## src/rtl/sprite_dispatcher_if.sv

```systemverilog
// sprite_dispatcher_if: record handshake between the sprite dispatcher and
// the graphics renderer.
//   sprite_valid        - record on sprite_* is valid (dispatcher -> renderer)
//   sprite_ready        - renderer can accept a record (renderer -> dispatcher)
//   sprite_x/y          - record position
//   sprite_frame_number - spritesheet frame for the record
// A record transfers on any clock edge where sprite_valid && sprite_ready.
interface sprite_dispatcher_if #(
  parameter int XW = 11,
  parameter int YW = 10,
  parameter int FW = 9
);
  logic          sprite_valid;
  logic          sprite_ready;
  logic [XW-1:0] sprite_x;
  logic [YW-1:0] sprite_y;
  logic [FW-1:0] sprite_frame_number;

  modport master (
    output sprite_valid, sprite_x, sprite_y, sprite_frame_number,
    input  sprite_ready
  );

  modport slave (
    input  sprite_valid, sprite_x, sprite_y, sprite_frame_number,
    output sprite_ready
  );
endinterface

```

## src/rtl/sprite_dispatcher.sv

```systemverilog
// sprite_dispatcher: per-frame sprite scheduler upstream of the renderer.
// Holds a table of MAX_SPRITES entities; every change of frame_count starts
// a pass that walks the table in ascending index order and presents each
// active entity as one (x, y, base_frame + anim_phase) record.
// Ports:
//   clk_pixel      - pixel clock, sole clock
//   sys_rst_n      - asynchronous active-low reset
//   frame_count    - video frame counter; any change starts a pass
//   wr_*           - table write port (wr_en strobes entry wr_index)
//   spr            - record handshake (master side)
//   busy           - pass in progress
//   pass_done      - one-cycle pulse when a pass completes
//   overrun        - sticky: frame change arrived while busy
module sprite_dispatcher #(
  parameter int MAX_SPRITES = 16,
  parameter int WIDTH       = 1280,
  parameter int HEIGHT      = 720,
  parameter int NUM_FRAMES  = 512,
  parameter int ANIM_LEN    = 8,
  parameter int ANIM_DIV    = 4,
  localparam int IW = $clog2(MAX_SPRITES),
  localparam int XW = $clog2(WIDTH),
  localparam int YW = $clog2(HEIGHT),
  localparam int FW = $clog2(NUM_FRAMES)
) (
  input  logic                 clk_pixel,
  input  logic                 sys_rst_n,
  input  logic [5:0]           frame_count,
  input  logic                 wr_en,
  input  logic [IW-1:0]        wr_index,
  input  logic                 wr_active,
  input  logic [XW-1:0]        wr_x,
  input  logic [YW-1:0]        wr_y,
  input  logic [FW-1:0]        wr_base_frame,
  sprite_dispatcher_if.master  spr,
  output logic                 busy,
  output logic                 pass_done,
  output logic                 overrun
);

  localparam int DW = (ANIM_DIV > 1) ? $clog2(ANIM_DIV) : 1;
  localparam int AW = (ANIM_LEN > 1) ? $clog2(ANIM_LEN) : 1;

  typedef enum logic [1:0] {IDLE, SCAN, PRESENT} state_t;

  state_t        state_q, state_d;
  logic [IW-1:0] index_q, index_d;
  logic          valid_q, valid_d;
  logic [XW-1:0] x_q, x_d;
  logic [YW-1:0] y_q, y_d;
  logic [FW-1:0] f_q, f_d;
  logic          done_q, done_d;
  logic          overrun_q, overrun_d;
  logic          pending_q, pending_d;

  logic [MAX_SPRITES-1:0] ent_active;
  logic [XW-1:0]          ent_x    [MAX_SPRITES];
  logic [YW-1:0]          ent_y    [MAX_SPRITES];
  logic [FW-1:0]          ent_base [MAX_SPRITES];

  logic [5:0]    prev_fc;
  logic [DW-1:0] div_q;
  logic [AW-1:0] phase_q;

  logic          new_frame;
  logic          last;
  logic          xfer;
  logic          scan_done;
  logic [FW-1:0] frame_calc;

  assign new_frame  = (frame_count != prev_fc);
  assign last       = (index_q == IW'(MAX_SPRITES - 1));
  assign xfer       = valid_q && spr.sprite_ready;
  assign scan_done  = last && !ent_active[index_q];
  assign frame_calc = FW'((32'(ent_base[index_q]) + 32'(phase_q)) % NUM_FRAMES);

  // Table: only the active flags need clearing; payload is don't-care
  // while an entry is inactive.
  always_ff @(posedge clk_pixel or negedge sys_rst_n) begin
    if (!sys_rst_n) begin
      ent_active <= '0;
    end else if (wr_en) begin
      ent_active[wr_index] <= wr_active;
    end
  end

  always_ff @(posedge clk_pixel) begin
    if (wr_en) begin
      ent_x[wr_index]    <= wr_x;
      ent_y[wr_index]    <= wr_y;
      ent_base[wr_index] <= wr_base_frame;
    end
  end

  // Frame-change detect and animation phase.
  always_ff @(posedge clk_pixel or negedge sys_rst_n) begin
    if (!sys_rst_n) begin
      prev_fc <= '0;
      div_q   <= '0;
      phase_q <= '0;
    end else begin
      prev_fc <= frame_count;
      if (new_frame) begin
        if (div_q == DW'(ANIM_DIV - 1)) begin
          div_q   <= '0;
          phase_q <= (phase_q == AW'(ANIM_LEN - 1)) ? '0 : phase_q + 1'b1;
        end else begin
          div_q <= div_q + 1'b1;
        end
      end
    end
  end

  always_ff @(posedge clk_pixel or negedge sys_rst_n) begin
    if (!sys_rst_n) begin
      state_q   <= IDLE;
      index_q   <= '0;
      valid_q   <= 1'b0;
      x_q       <= '0;
      y_q       <= '0;
      f_q       <= '0;
      done_q    <= 1'b0;
      overrun_q <= 1'b0;
      pending_q <= 1'b0;
    end else begin
      state_q   <= state_d;
      index_q   <= index_d;
      valid_q   <= valid_d;
      x_q       <= x_d;
      y_q       <= y_d;
      f_q       <= f_d;
      done_q    <= done_d;
      overrun_q <= overrun_d;
      pending_q <= pending_d;
    end
  end

  always_comb begin
    state_d   = state_q;
    index_d   = index_q;
    valid_d   = valid_q;
    x_d       = x_q;
    y_d       = y_q;
    f_d       = f_q;
    done_d    = 1'b0;
    overrun_d = overrun_q;
    pending_d = pending_q;

    unique case (state_q)
      IDLE: begin
        if (new_frame || pending_q) begin
          state_d   = SCAN;
          index_d   = '0;
          pending_d = 1'b0;
        end
      end

      SCAN: begin
        // Nothing is presented in SCAN, so a frame change can restart the
        // walk immediately; a change on the final inactive slot completes
        // the pass and is carried into the next one via pending.
        if (scan_done) begin
          state_d   = IDLE;
          done_d    = 1'b1;
          pending_d = new_frame;
        end else if (new_frame) begin
          overrun_d = 1'b1;
          index_d   = '0;
        end else if (ent_active[index_q]) begin
          state_d = PRESENT;
          valid_d = 1'b1;
          x_d     = ent_x[index_q];
          y_d     = ent_y[index_q];
          f_d     = frame_calc;
        end else begin
          index_d = index_q + 1'b1;
        end
      end

      PRESENT: begin
        if (xfer) begin
          valid_d = 1'b0;
          if (pending_q || (new_frame && !last)) begin
            state_d   = SCAN;
            index_d   = '0;
            pending_d = 1'b0;
            if (new_frame) overrun_d = 1'b1;
          end else if (last) begin
            state_d   = IDLE;
            done_d    = 1'b1;
            pending_d = new_frame;
          end else begin
            state_d = SCAN;
            index_d = index_q + 1'b1;
          end
        end else if (new_frame) begin
          overrun_d = 1'b1;
          pending_d = 1'b1;
        end
      end

      default: state_d = IDLE;
    endcase
  end

  assign spr.sprite_valid        = valid_q;
  assign spr.sprite_x            = x_q;
  assign spr.sprite_y            = y_q;
  assign spr.sprite_frame_number = f_q;
  assign busy      = (state_q != IDLE);
  assign pass_done = done_q;
  assign overrun   = overrun_q;

endmodule
```

## src/flat_wrapper.sv

```systemverilog
// flat-port wrapper written by rule: the top's interface ports become plain ports
module sprite_dispatcher_flat 
#(
  parameter int MAX_SPRITES = 16,
  parameter int WIDTH       = 1280,
  parameter int HEIGHT      = 720,
  parameter int NUM_FRAMES  = 512,
  parameter int ANIM_LEN    = 8,
  parameter int ANIM_DIV    = 4,
  localparam int IW = $clog2(MAX_SPRITES),
  localparam int XW = $clog2(WIDTH),
  localparam int YW = $clog2(HEIGHT),
  localparam int FW = $clog2(NUM_FRAMES)
)
  (clk_pixel, sys_rst_n, frame_count, wr_en, wr_index, wr_active, wr_x, wr_y, wr_base_frame, busy, pass_done, overrun, spr_sprite_valid, spr_sprite_x, spr_sprite_y, spr_sprite_frame_number, spr_sprite_ready);
  sprite_dispatcher_if spr_i ();
  input  logic clk_pixel;
  input  logic sys_rst_n;
  input  logic [5:0] frame_count;
  input  logic wr_en;
  input  logic [IW-1:0] wr_index;
  input  logic wr_active;
  input  logic [XW-1:0] wr_x;
  input  logic [YW-1:0] wr_y;
  input  logic [FW-1:0] wr_base_frame;
  output logic busy;
  output logic pass_done;
  output logic overrun;
  output wire logic [$bits(spr_i.sprite_valid)-1:0] spr_sprite_valid;
  output wire logic [$bits(spr_i.sprite_x)-1:0] spr_sprite_x;
  output wire logic [$bits(spr_i.sprite_y)-1:0] spr_sprite_y;
  output wire logic [$bits(spr_i.sprite_frame_number)-1:0] spr_sprite_frame_number;
  input wire logic [$bits(spr_i.sprite_ready)-1:0] spr_sprite_ready;
  assign spr_sprite_valid = spr_i.sprite_valid;
  assign spr_sprite_x = spr_i.sprite_x;
  assign spr_sprite_y = spr_i.sprite_y;
  assign spr_sprite_frame_number = spr_i.sprite_frame_number;
  assign spr_i.sprite_ready = spr_sprite_ready;
  sprite_dispatcher #(.MAX_SPRITES(MAX_SPRITES), .WIDTH(WIDTH), .HEIGHT(HEIGHT), .NUM_FRAMES(NUM_FRAMES), .ANIM_LEN(ANIM_LEN), .ANIM_DIV(ANIM_DIV)) u_core (.clk_pixel(clk_pixel), .sys_rst_n(sys_rst_n), .frame_count(frame_count), .wr_en(wr_en), .wr_index(wr_index), .wr_active(wr_active), .wr_x(wr_x), .wr_y(wr_y), .wr_base_frame(wr_base_frame), .spr(spr_i), .busy(busy), .pass_done(pass_done), .overrun(overrun));
endmodule
```

## config.mk

```make
export PLATFORM = sky130hd
export DESIGN_NAME = sprite_dispatcher_flat
export DESIGN_NICKNAME = d
export VERILOG_FILES = /design/src/rtl/sprite_dispatcher_if.sv /design/src/rtl/sprite_dispatcher.sv /design/src/flat_wrapper.sv
export SDC_FILE = /design/constraint.sdc
export NUM_CORES = 1
export LEC_CHECK = 0
export ABC_AREA = 1
export CAP_MARGIN = 20
export CORE_UTILIZATION = 49
export DETAILED_ROUTE_END_ITERATION = 8
export PLACE_DENSITY = 0.64
export RECOVER_POWER = 100
export SKIP_LAST_GASP = 1
export SLEW_MARGIN = 5
export SYNTH_ARGS = -nofsm -noshare
export SYNTH_HDL_FRONTEND = slang
export SYNTH_SLANG_ARGS = --single-unit
```

## constraint.sdc

```tcl
create_clock -name clk_pixel -period 3.47 [get_ports clk_pixel]
set_input_delay 0.5205 -clock clk_pixel [delete_from_list [all_inputs] [get_ports clk_pixel]]
set_output_delay 0.5205 -clock clk_pixel [all_outputs]
set_load 0.05 [all_outputs]
```

==> out/qor.csv <==
metric,value,unit
layout-drive-gt1-share,0.0718,
numCtsBuffers,55,
path_cells,"dlygate4sd3_1, nand3_1, nor2_1, clkbuf_2",
htree_levels,2,
ff2ff_setup_slack,0.48,ns
synth.net_count,1816,
cts_hold_buffers,0,
synthTopCellsByArea,"edfxtp_1 65%, dfrtp_1 7.6%, o21ai_0 5.1%, nor2_1 4.9%, nand2_1 3.4%",
synth_top_cell_by_area,edfxtp_1,
coreArea,44300,µm²
power.switching,0.00368,W
reg2reg_to,u_core.spr.sprite_frame_number[3],
gp_congestion,0.809,
dp.cells,2356,
place_area,23500,µm²
relSlewSlack,-0.426,
routedWlPerCell,21.6,µm
antenna_found_initial,1,
overflow,0,
final_area,25200,µm²
p_clk_frac,0.390,
p_leak,8.92,nW
min_period_over_period,0.914,
die_w,214,µm
crit_type,in -> reg,
report.final.slew_viol_count,77,
hold_path_startpoint,u_core.overrun,
setup_tns,0,ns
cts_sinks,547,
drt_iter0_drc,1235,
seqPwrFrac,0.509,
rows,77,
fmax,315,MHz
intPower,0.0114,W
r2r-start,u_core.index_q[1],
clock_tree.buffer_depth,3,
synth_most_common_cell,edfxtp_1,
holdPathEnd,u_core.overrun,
cts_tree,yes,
reg2reg_depth,11,
rsz0062_at_grt,false,
synthFlopType,edfxtp_1,
period_needed,3.17,ns
grt_first_pass_wirelength,80900,µm
ys_warn_count,0,
place_ws,0.559,ns
drtPass1Iterations,5,
avgSynthCellArea,12.5,µm²
fin_util,0.569,
root_buffer,clkbuf_16,
holdCritPathClass,reg -> reg,
seq_area_frac_synth,0.730,
area_growth,14.3,%
ir_worst_vdd,0.000537,V
hold_viol,0,
status,finished with violations,
wirelength,53100,µm
clk_pin_slew,0.06,ns
start_util,0.497,
synthesis.area,22000,µm²
layout.nets,1880,
slowest_stage,nor2_1,
grt_pass1_vias,13600,
setup_viol,0,
maxCapViolations,5,
holdPathStages,1,
antenna_left,0,
synth_cell_type_count,33,
cp.required,3.68,ns
post_layout_nonfiller_instances,2460,
yosysTopAreaCellShare,0.654,
violations,"capacitance limit, slew limit",
crit_fanout,19,
ios,79,
synth_top_cells_by_count,"480 x edfxtp_1, 285 x nor2_1, 226 x o21ai_0",
critPathCaptureType,flip-flop,
p_sw_frac,0.245,
ys_ff_latch,547,
powerDensity,598,nW/µm²
skew,0.0251,ns
clkLatencyLatePin,0.61,ns
critPathArrivalTime,3.39,ns
combPwrFrac,0.100,
dp_hpwl,27000,µm
cts_setup_buffers,0,
detail_route.vias_per_cell,5.67,
drc,0,
grt_max_degree,131,
cp-start-kind,input pin,
port_buffers,78,
ys_async_sr_fraction,0.122,
cts_resized,0,
vias,14000,
fin_ws,0.298,ns
synth_edf_count,480,
grt_usage,0.233,
syn_inst,1759,
die_h,214,µm
worst_pin_slew,2.14,ns
worst_path_largest_cell_delay,1.24,ns
dieArea,45800,µm²
-- per-layer routing --
layer,global-route usage,share of wire,vias up
li1,-,-,6519
met1,0.318,0.43,6865
met2,0.386,0.48,472
met3,0.0319,0.064,102
met4,0.0788,0.027,2
met5,0,0.00026,-
-- placed cells by master (no fill, tap or decap), types with 3 or more instances in the layout --
cell type / n
clkbuf_2: 13
nor2_4: 13
buf_12: 4
inv_1: 83
dlygate4sd3_1: 72
clkinv_2: 11
ha_1: 11
o21a_1: 3
xor2_1: 6
bufinv_16: 5
o211ai_1: 46
o221ai_1: 63
nand2_1: 203
o21ai_0: 227
a31oi_1: 22
edfxtp_1: 480
o22ai_1: 33
o21ai_1: 4
clkdlybuf4s50_1: 6
clkinv_1: 8
nor2_1: 275
buf_4: 13
a21oi_1: 13
o21bai_1: 3
nand3_1: 87
clkbuf_1: 18
dfrtp_4: 3
clkbuf_16: 55
clkbuf_8: 7
dfrtp_1: 63
-- layout make-up --
cell class	count	area (µm²)
Antenna cell	1	2.50
Tap cell	592	741
Timing Repair Buffer	115	1070
Clock buffer	74	1520
Clock inverter	27	279
Sequential cell	547	16100
Multi-Input combinational cell	1018	5150
Inverter	86	329
Fill cell	3569	19100
-- state kept, by name, indices dropped and copies added (netlist names), 6 cells and up --
register / count
u_core.spr.sprite_y: 10
u_core.ent_y: 160
u_core.prev_fc: 6
u_core.spr.sprite_frame_number: 9
u_core.ent_active: 16
u_core.ent_x: 176
u_core.spr.sprite_x: 11
u_core.ent_base: 144
-- power by group through the flow --
| stage | combinational [W] | sequential [W] | clock (W) |
|---|---|---|---|
| 4_1_cts | 0.00158 | 0.00768 | 0.00596 |
| 2_1_floorplan | 0.000633 | 0.00811 | 0 |
| 6_report | 0.00151 | 0.00768 | 0.00588 |
| 3_3_place_gp | 0.00154 | 0.00781 | 0 |
| 5_1_grt | 0.00166 | 0.00770 | 0.00620 |
| 3_5_place_dp | 0.00157 | 0.00781 | 0 |
-- worst max path at each step --
stage | cells after the start | to | slack, ns | from
2_1_floorplan | 19 | u_core.spr.sprite_frame_number[8] | 0.63 | u_core.index_q[0]
3_3_place_gp | 15 | u_core.spr.sprite_frame_number[8] | 0.59 | u_core.index_q[1]
3_5_place_dp | 15 | u_core.spr.sprite_frame_number[8] | 0.56 | u_core.index_q[1]
4_1_cts | 15 | u_core.spr.sprite_frame_number[8] | 0.54 | u_core.index_q[1]
5_1_grt | 11 | u_core.spr.sprite_frame_number[3] | 0.16 | u_core.index_q[1]
6_report | 4 | u_core.ent_base[5][1] | 0.30 | wr_index[2]
-- kinds of logic after synthesis --
family / synth area share
DFF: 0.730
buffers and inverters: 0.0396
xor gates and xnor gates: 0.00278
adders and majority gates: 0.00715
and+or+nand+nor: 0.106
AOI/OAI and AO/OA: 0.114
-- worst max-delay path, delay by kind of cell --
family / cells / cell delay, ns
buffers and inverters: 2 / 1.34
and+or+nand+nor: 2 / 1.49
-- per-stage QoR --
stage / hold slack (ns) / total power (W)
2_1_floorplan: 0.225 / 0.00874
3_3_place_gp: 0.464 / 0.00935
3_5_place_dp: 0.463 / 0.00939
4_1_cts: 0.122 / 0.0152
5_1_grt: 0.499 / 0.0156
6_report: 0.469 / 0.0151
(Power assumes the default switching activity.)
==> variant 1, RTL diff (same flow settings) <==
`MAX_SPRITES` is set to 16 in 2 places; all go to 32.
--- a/src/rtl/sprite_dispatcher.sv
+++ b/src/rtl/sprite_dispatcher.sv
@@ -12,7 +12,7 @@
 //   pass_done      - one-cycle pulse when a pass completes
 //   overrun        - sticky: frame change arrived while busy
 module sprite_dispatcher #(
-  parameter int MAX_SPRITES = 16,
+  parameter int MAX_SPRITES = 32,
   parameter int WIDTH       = 1280,
   parameter int HEIGHT      = 720,
   parameter int NUM_FRAMES  = 512,
--- a/src/flat_wrapper.sv
+++ b/src/flat_wrapper.sv
@@ -1,7 +1,7 @@
 // flat-port wrapper written by rule: the top's interface ports become plain ports
 module sprite_dispatcher_flat 
 #(
-  parameter int MAX_SPRITES = 16,
+  parameter int MAX_SPRITES = 32,
   parameter int WIDTH       = 1280,
   parameter int HEIGHT      = 720,
   parameter int NUM_FRAMES  = 512,
Ports: changed (resized wr_index); port bits go from 79 to 80. No check against the original RTL was run, so the function may have changed too.
==> variant 1 against the original RTL <==
  * Total power is 78% higher
  * Sequential cell count is 497 higher
  * Critical endpoint is now u_core.ent_x[1][0]
  * Clock skew is 0.00059 ns higher
  * Largest cell class unchanged
  * Synthesized area is 90% higher
  * Via count is 99% higher
  * Routed wire length is 120% higher
  * Worst setup slack worse by 0.16 ns
  * The run still ends with max-capacitance violations, max-slew violations left
  * Critical path depth is 2 higher
  * Final area is 87% higher
  * Clock power is 90% higher
==> variant 1: results (changes against the original RTL) <==
- Internal reg-to-reg setup slack: 0.27 ns (-0.21 ns)
- Non-Clock Inverter Count: 63 (-27%)
- Worst setup path end: u_core.ent_x[1][0]
- Switching part of the total power: 0.217 (-0.0272)
- Fillers: 6879 (+93%)
- Max cap viols: 14 (+9)
- Tmin final: 3.33 ns (+0.159 ns)
- Leak Pwr: 16.3 nW (+83%)
- Status: finished, violations left
- CP startpoint: wr_index[0]
- Post-synth net total: 3399 (+87%)
- Netlist cell types: 47 (+42%)
- Clock sink count: 1044 (+91%)
- Layout buffer count excluding clock buffers: 175 (+52%)
- Max Slew Vio Count: 329 (+330%)
- Max stage delay on crit path: 1.16 ns (-0.08 ns)
- Worst Tran Pin Value: 2.11 ns (-0.0330 ns)
- # clk buffers: 144 (+95%)
- Failing checks: max-capacitance violations, max-slew violations
- Number of global-route vias before repair: 27000 (+99%)
- Multi-input logic area: 9610 sq um (+87%)
- Critical Path Fanout Max: 25 (+6)
- HPWL after DPL: 60.8 mm (+130%)
- Register area share after synthesis: 0.738 (+0.00814)
- Largest registers: u_core.ent_x: 352 flops, u_core.ent_y: 320 flops, u_core.ent_base: 288 flops
- Final net count: 3470 (+85%)
- H-tree depth: 3 (+1)
- Peak supply drop: 359 uV (-33%)
- GRT Overall Usage: 0.272 (+0.0389)
- Final Cell Area: 47100 sq um (+87%)
- Critical-path top delay cell: clkbuf_2
variant 1: per-stage QoR:
step                hold WS [ns]  std cells
global route               0.446       4636
CTS                        0.299       4632
finish                     0.449       4637
detailed placement         0.469       4433
floorplan                  0.225       3340
global placement           0.466       4433
variant 1: worst max-delay path: cells and delay by family:
kind,cells,cell delay [ns]
and+or+nand+nor,2,1.01
buffers and inverters,4,2.02
variant 1: power by group through the flow:
stage               Clock (mW)  Combinational (mW)  Sequential (mW)
CTS                       11.3                1.44             14.2
global placement             0                1.39             14.5
global route              11.8                1.51             14.3
finish                    11.2                1.37             14.2
floorplan                    0               0.666             14.6
detailed placement           0                1.43             14.5
variant 1: kinds of logic after synthesis:
group / count (synthesis) / synth area share
fa+ha+maj: 13 / 0.00406
simple gates: 1238 / 0.118
buf+inv: 276 / 0.0351
xor+xnor: 8 / 0.00167
flops: 1044 / 0.738
compound gates: 761 / 0.102
variant 1: how the worst min path moves through the flow:
stage / startpoint / to / slack (ns) / depth (start not counted)
final: frame_count[1] / u_core.prev_fc[1] / 0.45 / 1
after global routing: frame_count[2] / u_core.prev_fc[2] / 0.45 / 1
after CTS: frame_count[1] / u_core.prev_fc[1] / 0.30 / 1
after detailed placement: u_core.spr.sprite_x[2] / u_core.spr.sprite_x[2] / 0.47 / 2
after global placement: u_core.div_q[1] / u_core.div_q[1] / 0.47 / 2
after floorplan: sys_rst_n / u_core.div_q[0] / 0.22 / 0
variant 1: per-layer routing:
metal  track usage  wire (microns)  vias to the layer above
li1              -               -                    12300
met1         0.370           47000                    13900
met2         0.445           56200                     1335
met3        0.0416           10100                      246
met4        0.0979            4060                        6
met5             0              36                        -
==> variant 2, RTL diff (config.mk and constraints unchanged) <==
Without the edit above. Re-encode `state_t` (3 states) as one-hot, 3 bits wide.
--- a/src/rtl/sprite_dispatcher.sv
+++ b/src/rtl/sprite_dispatcher.sv
@@ -41,7 +41,7 @@
   localparam int DW = (ANIM_DIV > 1) ? $clog2(ANIM_DIV) : 1;
   localparam int AW = (ANIM_LEN > 1) ? $clog2(ANIM_LEN) : 1;
 
-  typedef enum logic [1:0] {IDLE, SCAN, PRESENT} state_t;
+  typedef enum logic [2:0] {IDLE = 3'b001, SCAN = 3'b010, PRESENT = 3'b100} state_t;
 
   state_t        state_q, state_d;
   logic [IW-1:0] index_q, index_d;
Behaviour: no difference found for any inputs over 4 cycles, from zero or initial values and one cycle with sys_rst_n low; so few cycles prove little.
==> variant 2 against the original RTL <==
  * The flow still finishes with violations (max-capacitance violations, max-slew violations)
  * Synthesized area up 1.0%
  * Hold slack worse by 0.079 ns
  * Die area up 1.0%
  * Synthesized cell count up 2.8%
  * Total power down 4.4%
  * Clock power down 3%
  * Routed wire length up 0.54%
  * Register-to-register slack about the same
  * Worst setup slack better by 0.12 ns
  * Clock skew down 0.0073 ns
  * Sequential cell count up 1
  * Final area up 0.14%
  * Non-clock buffer count up 4
==> variant 2: results (changes against the original RTL) <==
- Max Slew Vio Count: 120 (+56%)
- Worst Hold Margin: 0.390 ns (-0.0790 ns)
- Critical Path Fanout Max: 12 (-7)
- Share of cells above drive strength 1: 0.0820 (+0.0102)
- Max cap viols: 5 (unchanged)
- Top cells by count, synth: 480 x edfxtp_1, 306 x nand2_1, 281 x nor2_1
- DP Cell Count: 2419 (+2.7%)
- Worst R2R End: u_core.spr.sprite_x[8]
- Netlist cell types: 48 (+45%)
- Multi-input comb cells: 1084 (+6.5%)
- Max stage delay on crit path: 1.29 ns (+0.05 ns)
- Final net count: 1937 (+3.0%)
- Status: finished, violations left
- Worst Path Arrival: 3.28 ns (-0.11 ns)
- Met1 Use GR: 0.340 (+0.0225)
- First-pass GRT wire length: 82.4 mm (+1.8%)
- Final wirelength: 53.4 mm (+0.54%)
- Final std cells w/o fill: 2520 (+2.4%)
- Clock network area share: 0.0682 (-0.00313)
- Met2 WL post-DR: 24.4 mm (-5.0%)
- GRT Overall Usage: 0.233 (+0.000247)
- # clk buffers: 70 (-5.4%)
- Leak Pwr: 9.07 nW (+1.7%)
- HPWL after DPL: 28.5 mm (+5.7%)
- Top cells by area, synth: edfxtp_1 65%, dfrtp_1 7.5%, nand2_1 5.2%
- Number of synthesized flops with an enable pin: 480 (unchanged)
- ANT cells: 0 (-1)
- HP Class: in -> async
- Non-Clock Inverter Count: 76 (-12%)
- Register area share after synthesis: 0.724 (-0.00637)
- Sequential share of cell area: 0.639 (about the same)
- Peak supply drop: 393 uV (-27%)
- WL met3: 3.87 mm (+13%)
- Starting DRC count in detailed routing: 1605 (+30%)
- Largest net degree at the start of global routing: 107 (-18%)
- GR Util met3: 0.0389 (+0.00701)
- CP startpoint: wr_index[3]
- GR Layer Usage met2: 0.358 (-0.0280)
- Area delta synth->final: 13.3%
- Post-Route M1 WL: 23.8 mm (+5.2%)
- Clock sink count: 548 (+0.18%)
- Post-DP Area: 23700 sq um (+0.66%)
- Failing checks: max-capacitance violations, max-slew violations
- Reg area: 16100 sq um (+0.13%)
- Global placement routability congestion: 0.830 (+2.6%)
- Number of global-route vias before repair: 14000 (+3.1%)
- Asr flop ratio synth: 0.124 (+0.00160)
- Worst setup path end: u_core.ent_base[1][0]
- Tmin final: 3.05 ns (-0.119 ns)
- Layout buffer count excluding clock buffers: 119 (+3.5%)
- Worst Tran Pin Value: 2.02 ns (-0.119 ns)
- Fillers: 3644 (+2.1%)
- Via density: 5.68 (+0.10%)
- NonClk Buf Share: 0.0410 (-0.00160)
- Max Clock Skew: 0.0177 ns (-0.00734 ns)
- Fraction of area in multi-input gates: 0.210 (+0.00600)
- FF-to-FF Start: u_core.index_q[0]
- Mapped Cells: 1808 (+2.8%)
- Place WS: 0.714 ns (+0.154 ns)
-- variant 2: changes by cell type after synthesis, sizes merged, moves of 3 or more --
cell | unedited run | this run
nand2 | 203 | 314
o221ai | 63 | 38
a31oi | 22 | 0
nand3 | 87 | 68
o211ai | 46 | 29
clkbuf | 47 | 34
o21ai | 231 | 243
inv | 86 | 75
a21oi | 14 | 22
o2111ai | 0 | 7
o22ai | 33 | 39
buf | 61 | 66
ha | 11 | 7
a311oi | 0 | 3
-- variant 2: cells by family (layout without fill, tap and decap cells) --
kind of cell	Yosys count	count (layout)	share of synthesized area
flip-flops	548	548	0.724
adder cells (fa/ha/maj)	8	8	0.00483
AO/OA/AOI/OAI	387	387	0.102
AND/OR/NAND/NOR	680	680	0.127
XOR/XNOR	9	9	0.00354
buffers and inverters	176	296	0.0392
-- variant 2: power by group --
group	switching (mW)	leakage (nW)	internal [mW]
clock network	2.40	0.846	3.28
logic	0.792	3.02	0.341
registers	0.137	5.20	7.45
